--- src/rtl/alu_share_arbiter.sv ---
`default_nettype none
// ============================================================================
// Module   : alu_share_arbiter
// Brief    : Round-robin sharing of one combinational ALU between NUM_REQ
//            requesters, with a registered result on a valid/ready channel.
//            Optional macro ALU_ARB_FAST_ISSUE_EN lets the next grant overlap
//            with the response handshake.
// Revision : 1.0 - initial release
// ============================================================================
module alu_share_arbiter #(
  parameter int NUM_REQ    = 2,
  parameter int DATA_WIDTH = 32,
  parameter int OPER_WIDTH = 4,
  parameter int ID_WIDTH   = 1
) (
  input  logic                       clk,
  input  logic                       rst,
  input  logic [NUM_REQ-1:0]         req_valid,
  output logic [NUM_REQ-1:0]         req_ready,
  input  logic [NUM_REQ*OPER_WIDTH-1:0] req_oper,
  input  logic [NUM_REQ*DATA_WIDTH-1:0] req_a,
  input  logic [NUM_REQ*DATA_WIDTH-1:0] req_b,
  output logic [OPER_WIDTH-1:0]      alu_oper,
  output logic [DATA_WIDTH-1:0]      alu_a,
  output logic [DATA_WIDTH-1:0]      alu_b,
  input  logic [DATA_WIDTH-1:0]      alu_data,
  output logic                       rsp_valid,
  input  logic                       rsp_ready,
  output logic [DATA_WIDTH-1:0]      rsp_data,
  output logic [ID_WIDTH-1:0]        rsp_id
);

  generate
    if (NUM_REQ > 8 || NUM_REQ < 2) begin : g_bad_num_req
      $error("alu_share_arbiter: NUM_REQ must be in 2..8");
    end
    if (ID_WIDTH < $clog2(NUM_REQ) || ID_WIDTH < 1) begin : g_bad_id_width
      $error("alu_share_arbiter: ID_WIDTH too small for NUM_REQ");
    end
  endgenerate

  typedef enum logic [1:0] {
    ST_IDLE = 2'd0,
    ST_EXEC = 2'd1,
    ST_RESP = 2'd2
  } state_t;

  state_t                state_q, state_d;
  logic [ID_WIDTH-1:0]   rr_ptr_q, rr_ptr_d;
  logic [ID_WIDTH-1:0]   id_q, id_d;
  logic [OPER_WIDTH-1:0] alu_oper_q, alu_oper_d;
  logic [DATA_WIDTH-1:0] alu_a_q, alu_a_d;
  logic [DATA_WIDTH-1:0] alu_b_q, alu_b_d;
  logic                  rsp_valid_q, rsp_valid_d;
  logic [DATA_WIDTH-1:0] rsp_data_q, rsp_data_d;
  logic [ID_WIDTH-1:0]   rsp_id_q, rsp_id_d;

  logic                  w_grant_found;
  logic [ID_WIDTH-1:0]   w_grant_idx;
  logic [NUM_REQ-1:0]    w_grant_onehot;
  logic                  w_arb_en;
  logic                  w_issue;

  // Scan from farthest to nearest so the nearest valid after rr_ptr wins.
  always_comb begin
    w_grant_found = 1'b0;
    w_grant_idx   = '0;
    for (int k = NUM_REQ; k >= 1; k--) begin
      logic [ID_WIDTH-1:0] idx;
      idx = ID_WIDTH'((int'(rr_ptr_q) + k) % NUM_REQ);
      if (req_valid[idx]) begin
        w_grant_found = 1'b1;
        w_grant_idx   = idx;
      end
    end
    w_grant_onehot              = '0;
    w_grant_onehot[w_grant_idx] = 1'b1;
  end

`ifdef ALU_ARB_FAST_ISSUE_EN
  assign w_arb_en = (state_q == ST_IDLE) || ((state_q == ST_RESP) && rsp_ready);
`else
  assign w_arb_en = (state_q == ST_IDLE);
`endif

  assign w_issue   = w_arb_en && w_grant_found;
  assign req_ready = (w_issue && !rst) ? w_grant_onehot : '0;

  always_comb begin
    state_d     = state_q;
    rr_ptr_d    = rr_ptr_q;
    id_d        = id_q;
    alu_oper_d  = alu_oper_q;
    alu_a_d     = alu_a_q;
    alu_b_d     = alu_b_q;
    rsp_valid_d = rsp_valid_q;
    rsp_data_d  = rsp_data_q;
    rsp_id_d    = rsp_id_q;

    case (state_q)
      ST_EXEC: begin
        rsp_data_d  = alu_data;
        rsp_id_d    = id_q;
        rsp_valid_d = 1'b1;
        state_d     = ST_RESP;
      end
      ST_RESP: begin
        if (rsp_ready) begin
          rsp_valid_d = 1'b0;
          state_d     = ST_IDLE;
        end
      end
      default: state_d = ST_IDLE;
    endcase

    // A grant overrides the IDLE return taken by an overlapping handshake.
    if (w_issue) begin
      alu_oper_d = req_oper[w_grant_idx*OPER_WIDTH +: OPER_WIDTH];
      alu_a_d    = req_a[w_grant_idx*DATA_WIDTH +: DATA_WIDTH];
      alu_b_d    = req_b[w_grant_idx*DATA_WIDTH +: DATA_WIDTH];
      id_d       = w_grant_idx;
      rr_ptr_d   = w_grant_idx;
      state_d    = ST_EXEC;
    end
  end

  always_ff @(posedge clk or posedge rst) begin
    if (rst) begin
      state_q     <= ST_IDLE;
      rr_ptr_q    <= ID_WIDTH'(NUM_REQ - 1);
      id_q        <= '0;
      alu_oper_q  <= '0;
      alu_a_q     <= '0;
      alu_b_q     <= '0;
      rsp_valid_q <= 1'b0;
      rsp_data_q  <= '0;
      rsp_id_q    <= '0;
    end else begin
      state_q     <= state_d;
      rr_ptr_q    <= rr_ptr_d;
      id_q        <= id_d;
      alu_oper_q  <= alu_oper_d;
      alu_a_q     <= alu_a_d;
      alu_b_q     <= alu_b_d;
      rsp_valid_q <= rsp_valid_d;
      rsp_data_q  <= rsp_data_d;
      rsp_id_q    <= rsp_id_d;
    end
  end

  assign alu_oper  = alu_oper_q;
  assign alu_a     = alu_a_q;
  assign alu_b     = alu_b_q;
  assign rsp_valid = rsp_valid_q;
  assign rsp_data  = rsp_data_q;
  assign rsp_id    = rsp_id_q;

endmodule
`default_nettype wire

--- config.mk ---
export PLATFORM = sky130hd
export DESIGN_NAME = alu_share_arbiter
export DESIGN_NICKNAME = d
export VERILOG_FILES = /design/src/rtl/alu_share_arbiter.sv
export SDC_FILE = /design/constraint.sdc
export NUM_CORES = 1
export LEC_CHECK = 0
export CORE_AREA = 2 2 121 123
export DETAILED_ROUTE_END_ITERATION = 6
export DIE_AREA = 0 0 123 125
export MAX_ROUTING_LAYER = met4
export PLACE_DENSITY = 0.79
export SYNTH_ARGS = -nofsm -noshare
export SYNTH_HDL_FRONTEND = slang
export SYNTH_SLANG_ARGS = --single-unit
--- constraint.sdc ---
create_clock -name clk -period 4.4 [get_ports clk]
set_clock_uncertainty 0.15 [all_clocks]
set_input_delay 0.88 -clock clk [delete_from_list [all_inputs] [get_ports clk]]
set_output_delay 0.88 -clock clk [all_outputs]
set_load 0.01 [all_outputs]
==> impl_metrics.ini <==
[outcome]
status = finished, final reports clean

[pwr]
vdd_ir_drop_max_uv = 341
p_leak_uw = 0.00316
p_per_area_nw_per_um2 = 652
fin_total_pwr_uw = 5070

[floorplanning]
die_h_microns = 125
coreArea_sq_um = 14200
boundaryPins = 277
dieArea_sq_um = 15400
placementRows = 44
die-width_microns = 123
start_util = 0.328

[place]
hpwlAfterDp_microns = 10500
dp.cells = 899
io_buffers = 276
place_congestion = 0.779

[drt]
dr.first_iter.drc_count = 228
dr.pass1.iters = 4
via_per_inst = 4.93
vias = 4511
routed_wl_microns = 15100
detail_route.wl_per_cell_microns = 16.5
ant_nets = 0
drc = 0

[worst_setup_path]
critPathKind = input port to output port
timing.rr.start = state_q[1]
endpoint = req_ready[0]
critPathLaunchType = input port
timing.rr.end = alu_a[14]
critPathMaxFanout = 4
rrSetupSlack_ns = 1.94
required_ns = 3.37
startpoint = req_valid[0]
worstRegToRegCells = 5
setup.worst_path.end_class = output port
cp.arrival_ns = 2.48

[global_routing]
busiest_layer = met2
grtUsageMet3 = 0.0547
antenna_found_initial = 0
grtUsageMet2 = 0.331
grt_use_total = 0.201
grt_max_degree = 71
grtUsageMet1 = 0.238
grt_pass1_vias = 4520
grt_pass1_wl_microns = 23400
grt.overflow.total = 0

[cts]
cts-root-buf = clkbuf_16
clk_latency_ns = 0.33
cts_made_buffers = 9
cts_tree = yes
cts_buffer_depth = 2
postCtsSetupRepairBufs = 0
cts-resized-gates = 0
cts_max_level = 3
cts_hold_buf = 0
clkTransAtPathRegs_ns = 0.07
clock_sinks = 106

[flow_run]
drv_cap = 0

[timing]
hold_viol = 0
finalCritPeriodShare = 0.798
maxSlewViolCount = 0
max_slew_margin = 0.404
layout_min_cycle_time_ns = 3.51
worst_pin_slew_ns = 0.894
fmax_ghz = 0.285
rsz0062_at_grt = false
finalSetupTns_ns = 0
setup_viol = 0

[yosys]
syn-instance-count = 471
yosysSeqAreaShare = 0.569
yosysUniqueCellTypes = 24
yosysTopAreaCell = dfrtp_1
synthTopCellsByArea = dfrtp_1, nand2_1, a31oi_1, a21oi_1, mux2_2
synth_fp_nets = 644
ys_ff_latch = 106
yosysTopAreaCellShare = 0.564
netlist_area_sq_um = 4660
syn_area_per_cell_sq_um = 9.90
ys.warnings.count = 0

[cells_and_area]
nets = 899
antenna_cells_inserted = 0
layout_common_cells = clkdlybuf4s50_1, nand2_1, dfrtp_1
drive_above_1_share = 0.0862
final_cells = 915
mostFrequentLayoutCell = clkdlybuf4s50_1
syn_to_final_growth_pct = 67.0

[worst_hold_path]
holdCritPathClass = flip-flop to flip-flop
## through the flow
stage          hold slack, ns  instance area (sq um)  utilization  worst slack [ns]
6_report                0.339                   7780        0.548             0.887
5_1_grt                 0.360                   7780        0.548             0.753
4_1_cts                 0.344                   7780        0.548             0.866
3_5_place_dp            0.327                   7510        0.529             0.865
3_3_place_gp            0.319                   7510        0.529             0.917
2_1_floorplan           0.311                   4660            -             0.518
## power breakdown
group	leakage (uW)	internal (uW)	switching, uW	total [uW]
sequential	0.00121	1480	273	1750
combinational	0.00182	1410	1170	2570
clock	0.000137	387	359	746
## metal layers
metal	vias up	routed length (microns)	share of wire
met5	-	0	0
met4	0	194	0.013
met3	15	1290	0.085
met2	193	7300	0.48
met1	2146	6280	0.42
li1	2157	-	-
## final cells by class
type	count	area, sq um
sequential	106	2650
fill	1280	6420
multi-input combinational	321	1770
clock inverter	6	41.3
timing repair buffer	285	2840
clock buffer	10	229
tap	184	230
inverter	3	15.0
## sequential cells by signal, summed over array words and instances, names as in the netlist
register / count
rsp_valid: 1
alu_a: 32
rsp_id: 1
id_q: 1
alu_b: 32
alu_oper: 4
rsp_data: 32
state_q: 2
rr_ptr_q: 1
## kinds of logic (layout without fill, tap and decap cells)
family	count (synthesis)	count (layout)	synth area share
AND/OR/NAND/NOR	145	145	0.123
AO/OA/AOI/OAI	143	143	0.175
flip-flops	106	106	0.569
buffers and inverters	44	304	0.0524
multiplexers	33	33	0.0797
## how the worst min path moves through the flow
stage | startpoint | end | slack [ns] | cells after the start
2_1_floorplan | id_q | id_q | 0.31 | 1
3_3_place_gp | rsp_data[6] | rsp_data[6] | 0.32 | 1
3_5_place_dp | rsp_data[6] | rsp_data[6] | 0.33 | 1
4_1_cts | rsp_data[6] | rsp_data[6] | 0.34 | 1
5_1_grt | rsp_data[6] | rsp_data[6] | 0.36 | 1
6_report | rsp_data[6] | rsp_data[6] | 0.34 | 1
## critical path, stage by stage
cell and delay [ns]:
clkdlybuf4s50_1 0.55, or2_2 0.21, nand2_4 0.07, nor3_1 0.19
clkdlybuf4s50_1 0.58
## Yosys cell counts
cell / n
a21bo_2: 1
a21boi_2: 1
a21oi_1: 71
a22o_1: 1
a31oi_1: 69
and3_1: 1
buf_2: 18
buf_4: 5
buf_6: 5
clkbuf_1: 13
dfrtp_1: 105
dfstp_2: 1
inv_1: 2
inv_2: 1
mux2_1: 4
mux2_2: 29
nand2_1: 137
nand2_4: 1
nor2_4: 1
nor2b_1: 1
nor3_1: 1
nor3b_1: 1
or2_1: 1
or2_2: 1
Power figures use the tool's default switching activity.
